$ cat src/rtl/mult_seq.sv
// Multi-cycle MULT/MULTU sequencer: shift-add over a shared external adder,
// producing a 64-bit product into hi/lo. Signed operands go through magnitude form.
module mult_seq #(
  parameter int unsigned WIDTH = 32
) (
  input  logic             clk,
  input  logic             rst_n,
  input  logic             start,
  input  logic             is_signed,
  input  logic [WIDTH-1:0] op_a,
  input  logic [WIDTH-1:0] op_b,
  output logic [WIDTH-1:0] add_a,
  output logic [WIDTH-1:0] add_b,
  output logic             add_cin,
  input  logic [WIDTH-1:0] add_sum,
  input  logic             add_cout,
  output logic             busy,
  output logic             done,
  output logic [WIDTH-1:0] hi,
  output logic [WIDTH-1:0] lo
);

  localparam int unsigned CNT_W = $clog2(WIDTH);

  typedef enum logic [2:0] {
    IDLE, NEG_A, NEG_B, MUL, FIX_LO, FIX_HI, DONE
  } state_t;

  state_t             state, state_nxt;
  logic [WIDTH-1:0]   m, m_nxt;
  logic [WIDTH-1:0]   q, q_nxt;
  logic [WIDTH-1:0]   acc_hi, acc_hi_nxt;
  logic [CNT_W-1:0]   cnt, cnt_nxt;
  logic               sgn, sgn_nxt;
  logic               neg, neg_nxt;
  logic               c, c_nxt;
  logic               busy_nxt;

  // State and datapath registers; hi/lo load only on entry to DONE
  always_ff @(posedge clk) begin
    if (!rst_n) begin
      state  <= IDLE;
      m      <= '0;
      q      <= '0;
      acc_hi <= '0;
      cnt    <= '0;
      sgn    <= 1'b0;
      neg    <= 1'b0;
      c      <= 1'b0;
      busy   <= 1'b0;
      done   <= 1'b0;
      hi     <= '0;
      lo     <= '0;
    end else begin
      state  <= state_nxt;
      m      <= m_nxt;
      q      <= q_nxt;
      acc_hi <= acc_hi_nxt;
      cnt    <= cnt_nxt;
      sgn    <= sgn_nxt;
      neg    <= neg_nxt;
      c      <= c_nxt;
      busy   <= busy_nxt;
      done   <= (state_nxt == DONE);
      if (state_nxt == DONE) begin
        hi <= acc_hi_nxt;
        lo <= q_nxt;
      end
    end
  end

  // Next-state, datapath updates and adder drive
  always_comb begin
    state_nxt  = state;
    m_nxt      = m;
    q_nxt      = q;
    acc_hi_nxt = acc_hi;
    cnt_nxt    = cnt;
    sgn_nxt    = sgn;
    neg_nxt    = neg;
    c_nxt      = c;
    add_a      = '0;
    add_b      = '0;
    add_cin    = 1'b0;

    unique case (state)
      IDLE, DONE: begin
        state_nxt = IDLE;
        if (start) begin
          m_nxt      = op_a;
          q_nxt      = op_b;
          sgn_nxt    = is_signed;
          neg_nxt    = is_signed & (op_a[WIDTH-1] ^ op_b[WIDTH-1]);
          acc_hi_nxt = '0;
          cnt_nxt    = '0;
          c_nxt      = 1'b0;
          state_nxt  = is_signed ? NEG_A : MUL;
        end
      end
      NEG_A: begin
        add_a   = ~m;
        add_cin = 1'b1;
        if (m[WIDTH-1]) m_nxt = add_sum;
        state_nxt = NEG_B;
      end
      NEG_B: begin
        add_a   = ~q;
        add_cin = 1'b1;
        if (q[WIDTH-1]) q_nxt = add_sum;
        state_nxt = MUL;
      end
      MUL: begin
        add_a = acc_hi;
        add_b = m;
        // {acc_hi,q} shifts right one place per step, absorbing the partial sum
        if (q[0]) begin
          acc_hi_nxt = {add_cout, add_sum[WIDTH-1:1]};
          q_nxt      = {add_sum[0], q[WIDTH-1:1]};
        end else begin
          acc_hi_nxt = {1'b0, acc_hi[WIDTH-1:1]};
          q_nxt      = {acc_hi[0], q[WIDTH-1:1]};
        end
        cnt_nxt = cnt + CNT_W'(1);
        if (cnt == CNT_W'(WIDTH - 1)) state_nxt = sgn ? FIX_LO : DONE;
      end
      FIX_LO: begin
        add_a   = ~q;
        add_cin = 1'b1;
        if (neg) begin
          q_nxt = add_sum;
          c_nxt = add_cout;
        end else begin
          c_nxt = 1'b0;
        end
        state_nxt = FIX_HI;
      end
      FIX_HI: begin
        add_a   = ~acc_hi;
        add_cin = c;
        if (neg) acc_hi_nxt = add_sum;
        state_nxt = DONE;
      end
      default: state_nxt = IDLE;
    endcase
  end

  assign busy_nxt = (state_nxt != IDLE) && (state_nxt != DONE);

endmodule

$ cat config.mk
export PLATFORM = sky130hd
export DESIGN_NAME = mult_seq
export DESIGN_NICKNAME = d
export VERILOG_FILES = /design/src/rtl/mult_seq.sv
export SDC_FILE = /design/constraint.sdc
export NUM_CORES = 1
export LEC_CHECK = 0
export CAP_MARGIN = 20
export CORE_MARGIN = 4
export CORE_UTILIZATION = 40
export CTS_CLUSTER_DIAMETER = 50
export DETAILED_ROUTE_END_ITERATION = 8
export PLACE_DENSITY = 0.78
export SKIP_CTS_REPAIR_TIMING = 1
export SLEW_MARGIN = 10
export SYNTH_ARGS = -nofsm -noshare
export SYNTH_HDL_FRONTEND = slang
export SYNTH_SLANG_ARGS = --single-unit
$ cat constraint.sdc
create_clock -name clk -period 4.5 [get_ports clk]
set_input_delay 0.9 -clock clk [delete_from_list [all_inputs] [get_ports clk]]
set_output_delay 0.9 -clock clk [all_outputs]
set_load 0.02 [all_outputs]
==> results.toml, run 1 <==
[grt]
busiest_layer = "met2"
grt.overflow.total = 0
grt_pass1_wl_um = 52800
met2_usage = 0.363
met1_usage = 0.353
grt_use_met3 = 0.0605
grt_use_total = 0.249
antenna_found_initial = 2
grt_max_degree = 76
grt_pass1_vias = 9256

[critical_path]
crit_fanout = 40
arrival_ns = 3.05
startpoint_type = "register"
cp.required_ns = 3.60
path_class = "register to output pin"
cp-end-kind = "output pin"

[drt]
post_drt_via_cell_ratio = 6.03
drc = 0
ant_nets = 0
num_vias = 9725
routedWlPerCell_um = 21.4
routed_wl_um = 34500
drt_first_pass_iters = 8
drt_iter0_markers = 1299

[yosys]
synth.distinct_cells = 54
syn_avg_cell_area_um2 = 8.56
synth.yosys.seq_area_share = 0.361
synth-edff-count = 0
synth_area_leader_cell = "dfxtp_1"
yosys_warnings = 0
netlist_area_um2 = 9610
syn_nets = 1226
synthArstFlopShare = 0
synth_most_common_cell = "dfxtp_1"
ys_seq_elements = 173
synth_cells = 1122
synth.area.top_cells = "dfxtp_1 36%, mux2i_1 13%, a21oi_1 5.4%, a22oi_1 4.8%, o221a_2 3.5%"
netlist.area_leader.share = 0.361
ys_top_cells_by_count = "173 x dfxtp_1, 120 x mux2i_1, 104 x a21oi_1"
synthFlopType = "dfxtp_1"

[floorplan]
num_rows = 56
dieArea_um2 = 26600
initial_utilization = 0.408
io_pins = 232
die_w_um = 163
die_h_um = 163
core_area_um2 = 23500

[sta]
rsz0062_at_grt = "false"
hold_viol = 0
finalSetupViolCount = 0
finalCritPeriodShare = 0.877
slew_headroom = 0.284
finalClockSkew_ns = 0.0132
fin_crit_ns = 3.95
drv_slew = 0
maxClockFrequency_mhz = 253
tns_ns = 0
tightest_slew_ns = 1.07

[clock_tree]
numCtsBuffers = 17
clockRootBuffer = "clkbuf_16"
cts_buffer_depth = 2
clock-sinks = 173
clk_transition_reported_paths_ns = 0.07
htreeDepth = 4
cts_tree = "built"
worst_skew_pair.late_latency_ns = 0.43

[run_status]
status = "completed"

[placement]
dp_hpwl_um = 24700
place_congestion = 0.968
portBuffers = 231
place_area_um2 = 12000

[flow_run]
maxCapViolations = 0

[power_and_ir_drop]
power_density_nw_per_um2 = 370
ir_drop_mv = 0.229
p_leak_nw = 4.20

[final_layout]
syn_to_final_growth_pct = 31.7
fillers = 2172
final_nets = 1383
drive_gt1_frac = 0.0867
stdcell_area_um2 = 12700

[worst_hold_path]
hp-class = "register to register"
layout by cell type (no fill, tap or decap), types with 3 or more instances in the layout:
| master | netlist | final |
|---|---|---|
| buf_4 | 3 | 25 |
| nand3b_1 | 9 | 9 |
| o311ai_0 | 26 | 26 |
| o2111ai_1 | 6 | 6 |
| o21ai_0 | 64 | 64 |
| and2_1 | 38 | 37 |
| nor2_1 | 72 | 71 |
| dfxtp_1 | 173 | 167 |
| clkbuf_16 | 0 | 17 |
| nand2b_1 | 3 | 3 |
| a21oi_1 | 104 | 104 |
| dfxtp_2 | 0 | 6 |
| a22oi_1 | 61 | 61 |
| a221o_1 | 31 | 31 |
| ha_1 | 3 | 3 |
| o22a_1 | 32 | 32 |
| o221a_2 | 30 | 30 |
| nor3_1 | 66 | 65 |
| clkinvlp_4 | 0 | 4 |
| and3_1 | 5 | 5 |
| clkdlybuf4s50_1 | 0 | 230 |
| inv_1 | 30 | 29 |
| inv_6 | 0 | 4 |
| mux2i_1 | 120 | 120 |
| nand3_1 | 7 | 7 |
| nand2_1 | 53 | 53 |
| o31ai_1 | 33 | 33 |
sequential cells by signal, indices dropped and copies added (netlist names):
signal and flops:
acc_hi 32, sgn 1, hi 32, q 32, neg 1, c 1
cnt 5, state 3, done 1, m 32, busy 1, lo 32
worst paths after layout:
path | start | to | slack, ns | cells past startpoint
min reg2reg | m[5]$_SDFFE_PN0P_ | m[5]$_SDFFE_PN0P_ | 0.46 | 2
max | state[1]$_SDFF_PN0_ | add_b[1] | 0.55 | 4
min | m[5]$_SDFFE_PN0P_ | m[5]$_SDFFE_PN0P_ | 0.46 | 2
max reg2reg | state[2]$_SDFF_PN0_ | lo[31]$_SDFFE_PN0N_ | 1.17 | 7
metrics by stage:
step | utilization | setup slack (ns) | power [mW] | hold slack [ns] | cells
3_3_place_gp | 0.510 | 1.05 | 3.19 | 0.441 | 1576
5_1_grt | 0.537 | 0.368 | 4.86 | 0.470 | 1613
6_report | 0.537 | 0.552 | 4.69 | 0.455 | 1613
4_1_cts | 0.535 | 0.558 | 4.65 | 0.456 | 1609
2_1_floorplan | - | 1.86 | 2.65 | 0.436 | 1122
3_5_place_dp | 0.511 | 1.02 | 3.21 | 0.446 | 1577
per-layer routing:
metal | part of all wire | wire (um)
met2 | 0.42 | 14500
met1 | 0.44 | 15200
met5 | 0 | 0
met3 | 0.096 | 3300
met4 | 0.042 | 1450
where the power goes:
part	internal [mW]	switching (mW)
clock network	0.800	0.659
registers	1.62	0.139
logic	0.608	0.855
critical path: stages, from the launching register on:
cell and delay, ns:
dfxtp_2 0.69, buf_4 0.43, and3b_1 0.67, and2_1 0.23, clkdlybuf4s50_1 0.61
cells by family after synthesis:
logic type,Yosys count,synth area share
XOR/XNOR,3,0.00352
multiplexers,122,0.127
flip-flops,173,0.361
adder cells (fa/ha/maj),3,0.00391
AO/OA/AOI/OAI,408,0.307
AND/OR/NAND/NOR,262,0.131
buffers and inverters,151,0.0666
cell type report:
| cell class | instances | area (um2) | share of cell area |
|---|---|---|---|
| Antenna cell | 2 | 5.00 | 0.000396 |
| Clock buffer | 21 | 460 | 0.0364 |
| Clock inverter | 11 | 109 | 0.00860 |
| Inverter | 30 | 113 | 0.00890 |
| Multi-Input combinational cell | 798 | 5530 | 0.437 |
| Sequential cell | 173 | 3470 | 0.274 |
| Tap cell | 319 | 399 | 0.0315 |
| Timing Repair Buffer | 259 | 2560 | 0.203 |
(Power assumes the default switching activity.)
==> run 2, diff against run 1 <==
--- a/config.mk
+++ b/config.mk
@@ -7,10 +7,10 @@
 export LEC_CHECK = 0
 export CAP_MARGIN = 20
 export CORE_MARGIN = 4
-export CORE_UTILIZATION = 40
+export CORE_UTILIZATION = 54
 export CTS_CLUSTER_DIAMETER = 50
 export DETAILED_ROUTE_END_ITERATION = 8
-export PLACE_DENSITY = 0.78
+export PLACE_DENSITY = 0.95
 export SKIP_CTS_REPAIR_TIMING = 1
 export SLEW_MARGIN = 10
 export SYNTH_ARGS = -nofsm -noshare
==> run 2 against run 1 <==
  * Clock-buffer cell count shrank 4
  * Sequential share of layout area grew 0.29 points
  * Worst setup slack gained 0.032 ns
  * Critical path type unchanged
  * Register-to-register slack lost 0.07 ns
==> results.toml, run 2 (synthesis gave the netlist of run 1 again) <==
[run_status]
status = "completed"

[drt]
num_vias = 10200
ant_nets = 0
drc = 0
post_drt_via_cell_ratio = 6.70
drt_first_pass_iters = 7
drt_iter0_markers = 1365
routedWlPerCell_um = 22.5
routed_wl_um = 34200

[sta]
hold_viol = 0
finalClockSkew_ns = 0.00876
finalSetupViolCount = 0
rsz0062_at_grt = "false"
slew_headroom = 0.273
drv_slew = 0
tightest_slew_ns = 1.09
holdWs_ns = 0.456
maxClockFrequency_mhz = 255
finalCritPeriodShare = 0.870
fin_crit_ns = 3.92
tns_ns = 0

[power_and_ir_drop]
p_leak_nw = 4.20
internal_power_mw = 2.96
p_comb_frac = 0.309
p_sw_mw = 1.71
ir_drop_mv = 0.326
power_density_nw_per_um2 = 373
switching_share = 0.366
p_clk_frac = 0.309
finalPower_mw = 4.67
seqPwrFrac = 0.382

[floorplan]
core_area_um2 = 17400
die_h_um = 141
dieArea_um2 = 20000
io_pins = 232
initial_utilization = 0.553
die_w_um = 141
num_rows = 48

[clock_tree]
worst_skew_pair.late_latency_ns = 0.44
numCtsBuffers = 17
clk_transition_reported_paths_ns = 0.07
htreeDepth = 4
clock-sinks = 173
cts_buffer_depth = 2
clockRootBuffer = "clkbuf_16"
cts_tree = "built"

[critical_path]
worst_path_max_delay_cell = "dfxtp_2"
startpoint_type = "register"
reg2reg_slack_ns = 1.10
cp.required_ns = 3.60
worst-path-buf-inv = 2
slowest_delay_ns = 0.71
cp-end-kind = "output pin"
crit_chain = "xnor2_2 > buf_4 > o31ai_1 > clkdlybuf4s50_1"
crit_fanout = 34
path_class = "register to output pin"
arrival_ns = 3.02
crit_family = "buffers and inverters"

[final_layout]
syn_to_final_growth_pct = 30.3
layout_commonest_cell = "clkdlybuf4s50_1"
area.sequential_um2 = 3470
final_util = 0.721
n_antenna_cell = 0
final_nets = 1384
drive_gt1_frac = 0.0882
multi_input_area_um2 = 5520
layout_common_cells = "231 x clkdlybuf4s50_1, 167 x dfxtp_1, 120 x mux2i_1"
fillers = 1306

[flow_run]
maxCapViolations = 0

[grt]
grt_pass1_vias = 9283
grt_use_total = 0.327
grt.overflow.total = 0
grt_pass1_wl_um = 52200
antenna_found_initial = 0
grt_max_degree = 76

[placement]
place_congestion = 1.01
dp_hpwl_um = 23700
portBuffers = 231

[worst_hold_path]
hp-class = "register to register"
==> run 2: cell type report <==
cell class,instances,area share
Clock buffer,17,0.0340
Clock inverter,15,0.0123
Inverter,30,0.00899
Multi-Input combinational cell,798,0.441
Sequential cell,173,0.277
Tap cell,225,0.0225
Timing Repair Buffer,260,0.204
==> run 2: final timing paths <==
path | from | endpoint | cells after the start
hold / removal | m[6]$_SDFFE_PN0P_ | m[6]$_SDFFE_PN0P_ | 2
setup / recovery | state[2]$_SDFF_PN0_ | add_a[1] | 4
setup reg to reg | state[1]$_SDFF_PN0_ | lo[14]$_SDFFE_PN0N_ | 7
hold reg to reg | m[6]$_SDFFE_PN0P_ | m[6]$_SDFFE_PN0P_ | 2
==> run 2: stage by stage <==
step | setup WS (ns) | area [um2] | std cells
6_report | 0.584 | 12500 | 1518
5_1_grt | 0.517 | 12500 | 1518
4_1_cts | 0.661 | 12500 | 1516
3_5_place_dp | 1.04 | 11900 | 1484
2_1_floorplan | 1.86 | 9610 | 1122
3_3_place_gp | 1.07 | 11900 | 1484
==> run 2: routing by layer <==
metal  vias up  wire (um)  GRT usage  share of wire
met3       101       4050     0.0667           0.12
met5         -          0          0              0
met2       704      15100      0.500           0.44
met4         0       1100      0.110          0.032
li1       4535          -          -              -
met1      4832      14000      0.461           0.41
==> run 2: power by group through the flow <==
| stage | sequential, mW | combinational (mW) | clock, mW |
|---|---|---|---|
| 4_1_cts | 1.77 | 1.41 | 1.44 |
| 2_1_floorplan | 1.73 | 0.926 | 0 |
| 5_1_grt | 1.79 | 1.53 | 1.51 |
| 6_report | 1.78 | 1.44 | 1.44 |
| 3_5_place_dp | 1.80 | 1.40 | 0 |
| 3_3_place_gp | 1.80 | 1.37 | 0 |
==> run 2: worst reg2reg max path, stage by stage, from the launching register on <==
cell	delay (ns)
dfxtp_2	0.49
xnor2_2	0.91
buf_4	0.38
and2_2	0.67
buf_4	0.37
a22oi_1	0.12
a21oi_1	0.24
o22a_1	0.17
==> run 3, diff against run 2 <==
--- a/config.mk
+++ b/config.mk
@@ -10,7 +10,9 @@
 export CORE_UTILIZATION = 54
 export CTS_CLUSTER_DIAMETER = 50
 export DETAILED_ROUTE_END_ITERATION = 8
+export GPL_TIMING_DRIVEN = 0
 export PLACE_DENSITY = 0.95
+export SETUP_SLACK_MARGIN = 0.05
 export SKIP_CTS_REPAIR_TIMING = 1
 export SLEW_MARGIN = 10
 export SYNTH_ARGS = -nofsm -noshare
==> run 3 against run 2 <==
  * Die area unchanged
  * Via count up 2.9%
  * Largest cell class unchanged
  * Register-to-register slack improved by 0.14 ns
  * Critical endpoint is now add_a[10]
  * Clock power fell by 3%
  * Critical path type unchanged
==> results.toml, run 3 (synthesis gave the netlist of run 1 again) <==
[grt]
grt_max_degree = 17
antenna_found_initial = 0
grt_use_total = 0.363
grt_pass1_wl_um = 57100
grt.overflow.total = 0
grt_pass1_vias = 10400

[critical_path]
crit_fanout = 10
crit_family = "buffers and inverters"
cp.required_ns = 3.60
arrival_ns = 3.46
timing.critical_path.mode_cell = "buf_2"
crit_chain = "buf_2 > clkbuf_1 > buf_2 > buf_1 > o311ai_0 > o31ai_1 > clkdlybuf4s50_1"
startpoint_type = "register"
slowest_delay_ns = 0.68
path_class = "register to output pin"
cp-end-kind = "output pin"
worst_path_max_delay_cell = "clkdlybuf4s50_1"
worst-path-buf-inv = 5

[floorplan]
die_h_um = 141
num_rows = 48
die_w_um = 141
core_area_um2 = 17400
initial_utilization = 0.553
io_pins = 232
dieArea_um2 = 20000

[drt]
drt_first_pass_iters = 8
ant_nets = 0
drt_iter0_markers = 1408
routed_wl_um = 37300
routedWlPerCell_um = 23.2
drc = 0
num_vias = 10500
post_drt_via_cell_ratio = 6.50

[power_and_ir_drop]
seqPwrFrac = 0.370
ir_drop_mv = 0.310
internal_power_mw = 2.99
p_sw_mw = 1.72
p_clk_frac = 0.297
power_density_nw_per_um2 = 369
finalPower_mw = 4.71
p_leak_nw = 4.33
p_comb_frac = 0.333
switching_share = 0.365

[placement]
placedCellCount = 1578
dp_hpwl_um = 28600
place_ws_ns = 0.748
place_area_um2 = 12200
portBuffers = 231
place_congestion = 1.03

[final_layout]
stdcell_area_um2 = 12700
final_util = 0.735
n_antenna_cell = 0
syn_to_final_growth_pct = 32.7
drive_gt1_frac = 0.0903
final_nets = 1476
layoutNonFillerInstCount = 1610
layout_common_cells = "231 x clkdlybuf4s50_1, 173 x dfxtp_1, 120 x mux2i_1"
layout_commonest_cell = "clkdlybuf4s50_1"

[flow_run]
maxCapViolations = 0

[clock_tree]
numCtsBuffers = 17
cts_buffer_depth = 2
clockRootBuffer = "clkbuf_16"
clock-sinks = 173
worst_skew_pair.late_latency_ns = 0.44
clk_transition_reported_paths_ns = 0.07
htreeDepth = 4
cts_tree = "built"

[worst_hold_path]
hp-class = "register to register"

[run_status]
status = "completed"

[sta]
tightest_slew_ns = 0.816
finalCritPeriodShare = 0.969
slew_headroom = 0.456
tns_ns = 0
finalSetupViolCount = 0
rsz0062_at_grt = "false"
drv_slew = 0
hold_viol = 0
finalClockSkew_ns = 0.00775
holdWs_ns = 0.456
fin_crit_ns = 4.36
maxClockFrequency_mhz = 229
setup_ws_ns = 0.139
==> run 3: worst min-delay path, delay by kind of cell (launching register included) <==
family | cells | cell delay (ns)
compound gates | 1 | 0.05
flops | 1 | 0.31
simple gates | 1 | 0.05
==> run 3: cell type report <==
class | count | area, um2
Buffer | 121 | 527
Clock buffer | 21 | 460
Clock inverter | 11 | 87.6
Fill cell | 1314 | 4610
Inverter | 30 | 113
Multi-Input combinational cell | 798 | 5500
Sequential cell | 173 | 3460
Tap cell | 225 | 282
Timing Repair Buffer | 231 | 2310
==> run 3: final timing paths <==
check	from	end	cells after the start	slack [ns]
setup / recovery	state[0]$_SDFF_PN0_	add_a[10]	7	0.14
hold reg to reg	m[8]$_SDFFE_PN0P_	m[8]$_SDFFE_PN0P_	2	0.46
hold / removal	m[8]$_SDFFE_PN0P_	m[8]$_SDFFE_PN0P_	2	0.46
setup reg to reg	state[1]$_SDFF_PN0_	hi[31]$_SDFFE_PN0N_	10	1.24
==> run 3: routing by layer <==
layer  up-vias  global-route usage  share of wire
met4         0               0.195          0.053
li1       4725                   -              -
met3       157              0.0765           0.12
met1      4784               0.471           0.38
met2       805               0.569           0.45
met5         -                   0              0
==> run 3: power groups by stage <==
stage                     sequential [mW]  combinational [mW]  clock [mW]
final                                1.74                1.57        1.40
after global routing                 1.75                1.65        1.45
after CTS                            1.73                1.52        1.39
after detailed placement             1.76                1.51           0
after global placement               1.76                1.49           0
after floorplan                      1.73               0.926           0
